$ cat config.mk
export PLATFORM = sky130hd
export DESIGN_NAME = module_frame_decoder
export DESIGN_NICKNAME = d
export VERILOG_FILES = /design/src/rtl/module_frame_decoder_pkg.sv /design/src/rtl/module_frame_decoder_sync_edge.sv /design/src/rtl/module_frame_decoder.sv
export SDC_FILE = /design/constraint.sdc
export NUM_CORES = 1
export LEC_CHECK = 0
export BUFFER_PORTS_ARGS = -buffer_cell sky130_fd_sc_hd__buf_4
export CORE_ASPECT_RATIO = 1.1
export CORE_MARGIN = 4
export CORE_UTILIZATION = 45
export CTS_CLUSTER_SIZE = 28
export DETAILED_ROUTE_END_ITERATION = 12
export PLACE_DENSITY = 0.78
export SETUP_SLACK_MARGIN = 0.3
export SYNTH_ARGS = -nofsm -noshare
export SYNTH_HDL_FRONTEND = slang
export SYNTH_HIERARCHICAL = 1
export SYNTH_SLANG_ARGS = --single-unit
export TNS_END_PERCENT = 5
$ cat constraint.sdc
create_clock -name clk -period 6.6 [get_ports clk]
set_input_delay 0.66 -clock clk [delete_from_list [all_inputs] [get_ports clk]]
set_output_delay 0.66 -clock clk [all_outputs]
set_load 0.1 [all_outputs]
$ cat src/rtl/module_frame_decoder_pkg.sv
// Shared constants, frame field positions and helpers for the module-side
// sine command frame decoder.
package module_frame_decoder_pkg;

    localparam logic [3:0] BROADCAST_ID         = 4'hF;
    localparam int         BYTE_TIMEOUT_DEFAULT = 32'sd720;
    localparam int         NUM_OF_MODULES       = 32'sd8;

    // Low byte layout: {index[3:0], id[3:0]}; the high byte is index[11:4].
    localparam int IDX_LO_MSB = 32'sd7;
    localparam int IDX_LO_LSB = 32'sd4;
    localparam int ID_MSB     = 32'sd3;
    localparam int ID_LSB     = 32'sd0;

    typedef enum logic [0:0] {
        WAIT_HI = 1'b0,
        WAIT_LO = 1'b1
    } dec_state_t;

    function automatic logic [3:0] frame_lo_index(input logic [7:0] lo_byte);
        return lo_byte[IDX_LO_MSB:IDX_LO_LSB];
    endfunction

    function automatic logic [3:0] frame_id(input logic [7:0] lo_byte);
        return lo_byte[ID_MSB:ID_LSB];
    endfunction

    function automatic logic [7:0] sat_add8(input logic [7:0] base, input logic [1:0] inc);
        logic [8:0] sum;
        sum = {1'b0, base} + {7'b0000000, inc};
        return sum[8] ? 8'hFF : sum[7:0];
    endfunction

endpackage

$ cat src/rtl/module_frame_decoder_sync_edge.sv
// Two-flop synchronizer followed by a registered rising-edge pulse, for
// external asynchronous strobes such as the shoot line.
module sync_edge (
    input  logic clk,
    input  logic reset,
    input  logic async_in,
    output logic pulse
);

    logic meta_r;
    logic sync_r;
    logic prev_r;
    logic pulse_r;

    // Synchronizer chain and one-cycle rising-edge pulse register.
    always_ff @(posedge clk) begin
        if (reset) begin
            meta_r  <= 1'b0;
            sync_r  <= 1'b0;
            prev_r  <= 1'b0;
            pulse_r <= 1'b0;
        end else begin
            meta_r  <= async_in;
            sync_r  <= meta_r;
            prev_r  <= sync_r;
            pulse_r <= sync_r & ~prev_r;
        end
    end

    assign pulse = pulse_r;

endmodule

$ cat src/rtl/module_frame_decoder.sv
// Receives the two-byte sine command frame, stages the index for this module
// and commits it to the gate-drive side on each synchronized shoot edge.
module module_frame_decoder
    import module_frame_decoder_pkg::*;
#(
    parameter logic [3:0] MODULE_ID    = 4'h1,
    parameter int         BYTE_TIMEOUT = BYTE_TIMEOUT_DEFAULT
) (
    input  logic        clk,
    input  logic        reset,
    input  logic        rx_done,
    input  logic [7:0]  rx_data,
    input  logic        parity_error,
    input  logic        shoot,
    output logic [11:0] staged_index,
    output logic [3:0]  staged_id,
    output logic        frame_valid,
    output logic [11:0] active_index,
    output logic        active_valid,
    output logic        frame_error,
    output logic [7:0]  err_count
);

    localparam int TW = $clog2(BYTE_TIMEOUT + 32'sd1);
    localparam logic [TW-1:0] TMO_LAST = TW'(BYTE_TIMEOUT - 32'sd1);
    localparam logic [TW-1:0] TMO_ONE  = TW'(32'sd1);
    localparam logic [TW-1:0] TMO_ZERO = TW'(32'sd0);

    dec_state_t    state_r;
    dec_state_t    state_s;
    logic [7:0]    hi_r;
    logic [7:0]    hi_s;
    logic [TW-1:0] tmo_cnt_r;
    logic [TW-1:0] tmo_cnt_s;

    logic          accept_s;
    logic          parity_err_s;
    logic          timeout_s;
    logic          missed_s;
    logic [1:0]    err_inc_s;
    logic [3:0]    rx_id_s;
    logic          id_match_s;
    logic          shoot_pulse_s;

    logic [11:0]   staged_index_r;
    logic [3:0]    staged_id_r;
    logic          frame_valid_r;
    logic [11:0]   active_index_r;
    logic          active_valid_r;
    logic          frame_error_r;
    logic [7:0]    err_count_r;
    logic          pending_r;

    sync_edge u_shoot_sync (
        .clk      (clk),
        .reset    (reset),
        .async_in (shoot),
        .pulse    (shoot_pulse_s)
    );

    // Frame FSM state, held high byte and inter-byte timeout counter.
    always_ff @(posedge clk) begin
        if (reset) begin
            state_r   <= WAIT_HI;
            hi_r      <= 8'h00;
            tmo_cnt_r <= TMO_ZERO;
        end else begin
            state_r   <= state_s;
            hi_r      <= hi_s;
            tmo_cnt_r <= tmo_cnt_s;
        end
    end

    // Next-state logic and per-cycle frame events.
    always_comb begin
        state_s      = state_r;
        hi_s         = hi_r;
        tmo_cnt_s    = tmo_cnt_r;
        accept_s     = 1'b0;
        parity_err_s = 1'b0;
        timeout_s    = 1'b0;
        rx_id_s      = frame_id(rx_data);
        id_match_s   = (rx_id_s == MODULE_ID) || (rx_id_s == BROADCAST_ID);
        case (state_r)
            WAIT_HI: begin
                if (rx_done && parity_error) begin
                    parity_err_s = 1'b1;
                end else if (rx_done) begin
                    hi_s      = rx_data;
                    tmo_cnt_s = TMO_ZERO;
                    state_s   = WAIT_LO;
                end else begin
                    state_s = WAIT_HI;
                end
            end
            WAIT_LO: begin
                // A byte arriving on the timeout cycle takes precedence.
                if (rx_done && parity_error) begin
                    parity_err_s = 1'b1;
                    hi_s         = 8'h00;
                    state_s      = WAIT_HI;
                end else if (rx_done) begin
                    accept_s = id_match_s;
                    state_s  = WAIT_HI;
                end else if (tmo_cnt_r == TMO_LAST) begin
                    timeout_s = 1'b1;
                    state_s   = WAIT_HI;
                end else begin
                    tmo_cnt_s = tmo_cnt_r + TMO_ONE;
                end
            end
            default: begin
                state_s = WAIT_HI;
            end
        endcase
        missed_s  = shoot_pulse_s & ~pending_r;
        err_inc_s = {1'b0, parity_err_s | timeout_s} + {1'b0, missed_s};
    end

    // Staging, shoot commit, pending flag and error reporting.
    always_ff @(posedge clk) begin
        if (reset) begin
            staged_index_r <= 12'h000;
            staged_id_r    <= 4'h0;
            frame_valid_r  <= 1'b0;
            active_index_r <= 12'h000;
            active_valid_r <= 1'b0;
            frame_error_r  <= 1'b0;
            err_count_r    <= 8'h00;
            pending_r      <= 1'b0;
        end else begin
            frame_valid_r <= accept_s;
            if (accept_s) begin
                staged_index_r <= {hi_r, frame_lo_index(rx_data)};
                staged_id_r    <= frame_id(rx_data);
            end
            // Commit samples the pre-update staged value on a coincident frame.
            if (shoot_pulse_s) begin
                active_index_r <= staged_index_r;
                active_valid_r <= 1'b1;
            end
            if (accept_s) begin
                pending_r <= 1'b1;
            end else if (shoot_pulse_s) begin
                pending_r <= 1'b0;
            end
            frame_error_r <= (err_inc_s != 2'b00);
            err_count_r   <= sat_add8(err_count_r, err_inc_s);
        end
    end

    assign staged_index = staged_index_r;
    assign staged_id    = staged_id_r;
    assign frame_valid  = frame_valid_r;
    assign active_index = active_index_r;
    assign active_valid = active_valid_r;
    assign frame_error  = frame_error_r;
    assign err_count    = err_count_r;

endmodule

[Word-level counts from Yosys, hierarchy flattened]
Cells that the tools add are included.
Storage, ports and cells
  input bits: 13
  flip-flop bits (word level): 63
  output and inout bits: 39
Operators by class
  equal/unequal tests: 9
  muxes and demuxes: 27
  $add $sub $neg: 3
  reductions and logical operators: 6
  bitwise gates (word level): 6
Operators with widths (count)
  $mux 10: 5
  $mux 8: 4
  $pmux 10 s2: 1
  $pmux 8 s2: 1
  $mux 1: 15
  $add 10x1->10 const B: 1
  $eq 10x10->1 const B: 1
  $ne 2x2->1 const B: 5
  $add 8x2->9: 1
  $reduce_and 5->1: 1
  $eq 4x1->1 const B: 1
  $eq 4x4->1 const B: 1
  $reduce_bool 2->1: 2
  $not 1->1: 3
  $reduce_and 3->1: 1
  $add 1x1->2: 1
  $and 1x1->1: 2
  $ne 2x1->1 const B: 1
  $pmux 1 s2: 1
  $logic_and 1x1->1: 1
  $logic_or 1x1->1: 1
  $or 1x1->1: 1

[Depth between registers and ports, before layout]
  depth after elaboration: 9
  mapped depth: 13
  depth with buffers taken out: 13

[Hierarchy]
The synthesis kept the hierarchy.
By module, submodules not included
  module_frame_decoder: area an instance 2524.9 um^2, cells each 264, instances 1
  sync_edge: area an instance 111.4 um^2, cells each 8, instances 1

[Worst setup path before layout]
OpenSTA, ideal clock, no wires.
  path type: register to register
  from: register tmo_cnt_r[0]
  to: register err_count_r[0], in the netlist err_count[0]
  required time: 6526 ps
  library setup time: 74 ps
  setup slack: 3704 ps
  arrival: 2823 ps
  stages on the path, launching flop included: 14
  cells stage by stage: dfxtp_1 > ha_1 > nand4_2 > or3_1 > nor2_1 > nor2_1 > ha_1 > ha_1 > inv_1 > fa_1 > nand2b_1 > nor2_1 > nand3_1 > a21oi_1
On the way
  longest elaborated chain between the ends: 9
Ends and longest elaborated chain
  start, declared: RTL line module_frame_decoder.sv:33  | logic [TW-1:0] tmo_cnt_r;
  start signal, assigned: RTL line module_frame_decoder.sv:70  | tmo_cnt_r <= tmo_cnt_s;
  $eq 10x10->1: RTL line module_frame_decoder.sv:105  | end else if (tmo_cnt_r == TMO_LAST) begin
  $mux 1: RTL line module_frame_decoder.sv:105
  $mux 1: RTL line module_frame_decoder.sv:102  | end else if (rx_done) begin
  $mux 1: RTL line module_frame_decoder.sv:98  | if (rx_done && parity_error) begin
  $mux 1: RTL line module_frame_decoder.sv:84  | case (state_r)
  $or 1x1->1: RTL line module_frame_decoder.sv:117  | err_inc_s = {1'b0, parity_err_s | timeout_s} + {1'b0, missed_s};
  $add 1x1->2: RTL line module_frame_decoder.sv:117
  $add 8x2->9: RTL line module_frame_decoder_pkg.sv:30  | sum = {1'b0, base} + {7'b0000000, inc};
  $mux 8: RTL line module_frame_decoder_pkg.sv:31  | return sum[8] ? 8'hFF : sum[7:0];
  end signal, assigned: RTL line module_frame_decoder.sv:148  | err_count_r <= sat_add8(err_count_r, err_inc_s);
  end, declared: RTL line module_frame_decoder.sv:51  | logic [7:0] err_count_r;
Every way passes these cells.
A chain may end at the register's enable or synchronous reset.

[Worst setup path in the final report]
Same ends and word-level chain as after synthesis.

==> metrics.cfg <==
[layout]
seqCellArea_um2 = 1260
fin_area_um2 = 3270
n_fill_cell = 505
nets = 342
multi_input_area_um2 = 1280
drive_gt1_share_pct = 23.9
num_antenna_cells = 0
fin_util_pct = 59.2
syn_to_final_growth_pct = 24.2

[route]
drt_wl_total_um = 5760
postRouteAntennaNets = 0
via_count = 2131
avgRoutedWirePerCell_um = 14.3
drc = 0
drt_pre_antenna_iters = 5
drt-vias-per-instance = 5.30
drtIter0Drc = 113

[clock_network]
numCtsBuffers = 9
htree_levels = 3
clk_pin_slew_worst_paths_ns = 0.07
cts_tree = built
cts.sinks = 63
clockRootBuffer = clkbuf_8
cts_resized = 0
postCtsSetupRepairBufs = 0
holdBufCountCts = 0
clock_path_buffers = 2
clkLatencyLatePin_ns = 0.34

[yosys]
synthAdderAreaFrac_pct = 3.61
synth_seq_cells = 63
synthSimpleGateAreaFrac_pct = 20.4
synth_top_family_by_area = simple AND/OR/NAND/NOR gates
ys_types = 51
muxShareOfSynthArea_pct = 9.11
synth_nets = 292
ys_async_sr_fraction_pct = 0
synth_ff_type = dfxtp_1
synth_edf_count = 0
synth_warnings = 6
synth_compound_area_share_pct = 14.0
seq_area_frac_synth_pct = 47.8
syn_area_per_cell_um2 = 9.69
synth_xor_xnor_area_share_pct = 1.33
syn_inst = 272
syn_area_um2 = 2640

[power]
p_total_mw = 0.823
combPwrFrac_pct = 7.2
intPower_mw = 0.629
switching_share_pct = 23.6
power_frac_seq_pct = 47.7
power_leakage_nw = 1.30
powerDensity_nw_per_um2 = 251
peakVddDrop_uv = 181
p_clk_share_pct = 45.1
power.switching_mw = 0.194

[global_routing]
grt_antenna_before_repair = 0
grt_util_all_layers_pct = 17.9
grt_pass1_vias = 2054
grt_max_degree = 55
grt_overflow = 0
grt_pass1_wl_um = 9890

[worst_setup_path]
worst_r2r_startpoint = tmo_cnt_r[0]$_SDFFE_PP0P_
critPathMaxFanout = 6
cp-start-kind = flop
crit_required_ns = 6.86
crit_arrival_ns = 3.44
ff2ff_path_depth = 13
worst_setup_path_end_kind = flop
worstSetupPathType = flop to flop
reg2reg_to = err_count[0]$_SDFF_PP0_
reg2reg_setup_slack_ns = 3.42

[timing]
finalSetupViolCount = 0
finClkSkew_ns = 0.00584
fin_crit_sh_pct = 48.2
max_freq_mhz = 315
worst_pin_slew_ns = 0.870
setup_slack_ns = 3.42
setup-tns-final_ns = 0
fin_crit_ns = 3.18
finalMaxSlewViolations = 0
relSlewSlack_pct = 41.9
hold_viol = 0
rsz0062_at_grt = false

[die]
dieArea_um2 = 7150
die_h_um = 88.3
core_um2 = 5540
start_util_pct = 47.6
io_pins = 52
rows = 28
die_x_um = 81.0

[placement]
post-place-ws_ns = 3.51
port_buffers = 51
globalplace.congestion = 0.879
place_hpwl_um = 3830
placed_area_um2 = 3050

[flow_run]
max_cap_viol_count = 0

[worst_hold_path]
hold_start = u_shoot_sync/prev_r$_SDFF_PP0_
whs_endpoint = u_shoot_sync/pulse$_SDFF_PP0_
whs_path_depth = 1
holdCritPathClass = flop to flop

[run_status]
outcome = finished, final reports clean

[power by group through the flow]
stage / registers (mW) / logic (mW) / clock network (mW)
after global routing: 0.393 / 0.0647 / 0.393
after CTS: 0.392 / 0.0593 / 0.378
after global placement: 0.401 / 0.0581 / 0
final: 0.392 / 0.0592 / 0.372
after detailed placement: 0.401 / 0.0588 / 0
after floorplan: 0.412 / 0.0294 / 0
[cell usage in the layout, fill, tap and decap left out, drive strengths merged, types with 4 or more instances in the layout]
| cell | instances |
|---|---|
| a21oi | 14 |
| dfxtp | 63 |
| mux2i | 24 |
| nor2 | 47 |
| o21ai | 8 |
| nand2 | 14 |
| and3 | 4 |
| clkbuf | 11 |
| buf | 51 |
| ha | 6 |
| a22oi | 8 |
| nand3 | 6 |
| o311ai | 5 |
| nor2b | 5 |
| inv | 10 |
[worst max-delay path by stage]
stage / from / slack (ns) / depth (start not counted) / end
6_report: tmo_cnt_r[0]$_SDFFE_PP0P_ / 3.42 / 13 / err_count[0]$_SDFF_PP0_
4_1_cts: tmo_cnt_r[0]$_SDFFE_PP0P_ / 3.40 / 13 / err_count[0]$_SDFF_PP0_
3_5_place_dp: tmo_cnt_r[0]$_SDFFE_PP0P_ / 3.51 / 13 / err_count[0]$_SDFF_PP0_
3_3_place_gp: tmo_cnt_r[0]$_SDFFE_PP0P_ / 3.63 / 13 / err_count[1]$_SDFF_PP0_
2_1_floorplan: tmo_cnt_r[0]$_SDFFE_PP0P_ / 3.70 / 13 / err_count[0]$_SDFF_PP0_
5_1_grt: tmo_cnt_r[0]$_SDFFE_PP0P_ / 3.17 / 13 / err_count[1]$_SDFF_PP0_
[cells by family (layout without fill, tap and decap cells)]
| family | count (synthesis) | in the layout |
|---|---|---|
| DFF | 63 | 63 |
| buffers and inverters | 22 | 77 |
| AOI/OAI and AO/OA | 51 | 51 |
| xor gates and xnor gates | 4 | 4 |
| muxes | 24 | 24 |
| adders and majority gates | 7 | 7 |
| and+or+nand+nor | 101 | 101 |
[per-stage QoR]
stage / hold WS (ns) / cells
finish: 0.406 / 402
CTS: 0.406 / 402
global route: 0.402 / 402
detailed placement: 0.402 / 386
floorplan: 0.387 / 272
global placement: 0.393 / 386
[sequential cells by signal, summed over array words and instances, names as in the netlist]
register             flops
active_index            12
staged_index            12
tmo_cnt_r               10
err_count                8
hi_r                     8
staged_id                4
active_valid             1
frame_error              1
frame_valid              1
pending_r                1
state_r                  1
u_shoot_sync/meta_r      1
u_shoot_sync/prev_r      1
u_shoot_sync/pulse       1
u_shoot_sync/sync_r      1
[cells in the mapped netlist, types with 5 or more instances]
master	n	area, um^2
a21oi_1	13	65.1
a22oi_1	8	60.1
clkbuf_1	8	30.0
dfxtp_1	63	1260
ha_1	6	75.1
inv_1	10	37.5
mux2i_1	24	240
nand2_1	14	52.6
nand3_1	6	30.0
nor2_1	47	176
nor2b_1	5	31.3
o311ai_1	5	43.8
[layout make-up]
| cell class | count | share of cell area, % |
|---|---|---|
| Multi-Input combinational cell | 187 | 39.0 |
| Clock buffer | 11 | 4.32 |
| Tap cell | 75 | 2.87 |
| Clock inverter | 5 | 2.48 |
| Sequential cell | 63 | 38.5 |
| Timing Repair Buffer | 51 | 11.7 |
| Inverter | 10 | 1.15 |
[worst max-delay path, cell delays in order, from the launching register on]
cell,delay [ns]
dfxtp_1,0.38
ha_1,0.25
nand4_2,0.19
or3_1,0.42
nor2_1,0.14
nor2_1,0.06
ha_1,0.27
ha_1,0.16
inv_1,0.06
fa_1,0.40
nand2b_1,0.20
nor2_1,0.16
nand3_1,0.21
a21oi_1,0.20
[routing by layer]
metal	routed length, um	global-route usage (%)	vias to the layer above
met3	247	3.36	11
met2	2740	28.9	54
met5	0	0	-
li1	-	-	1057
met4	134	10.4	0
met1	2640	22.2	1009
Power figures use the tool's default switching activity.
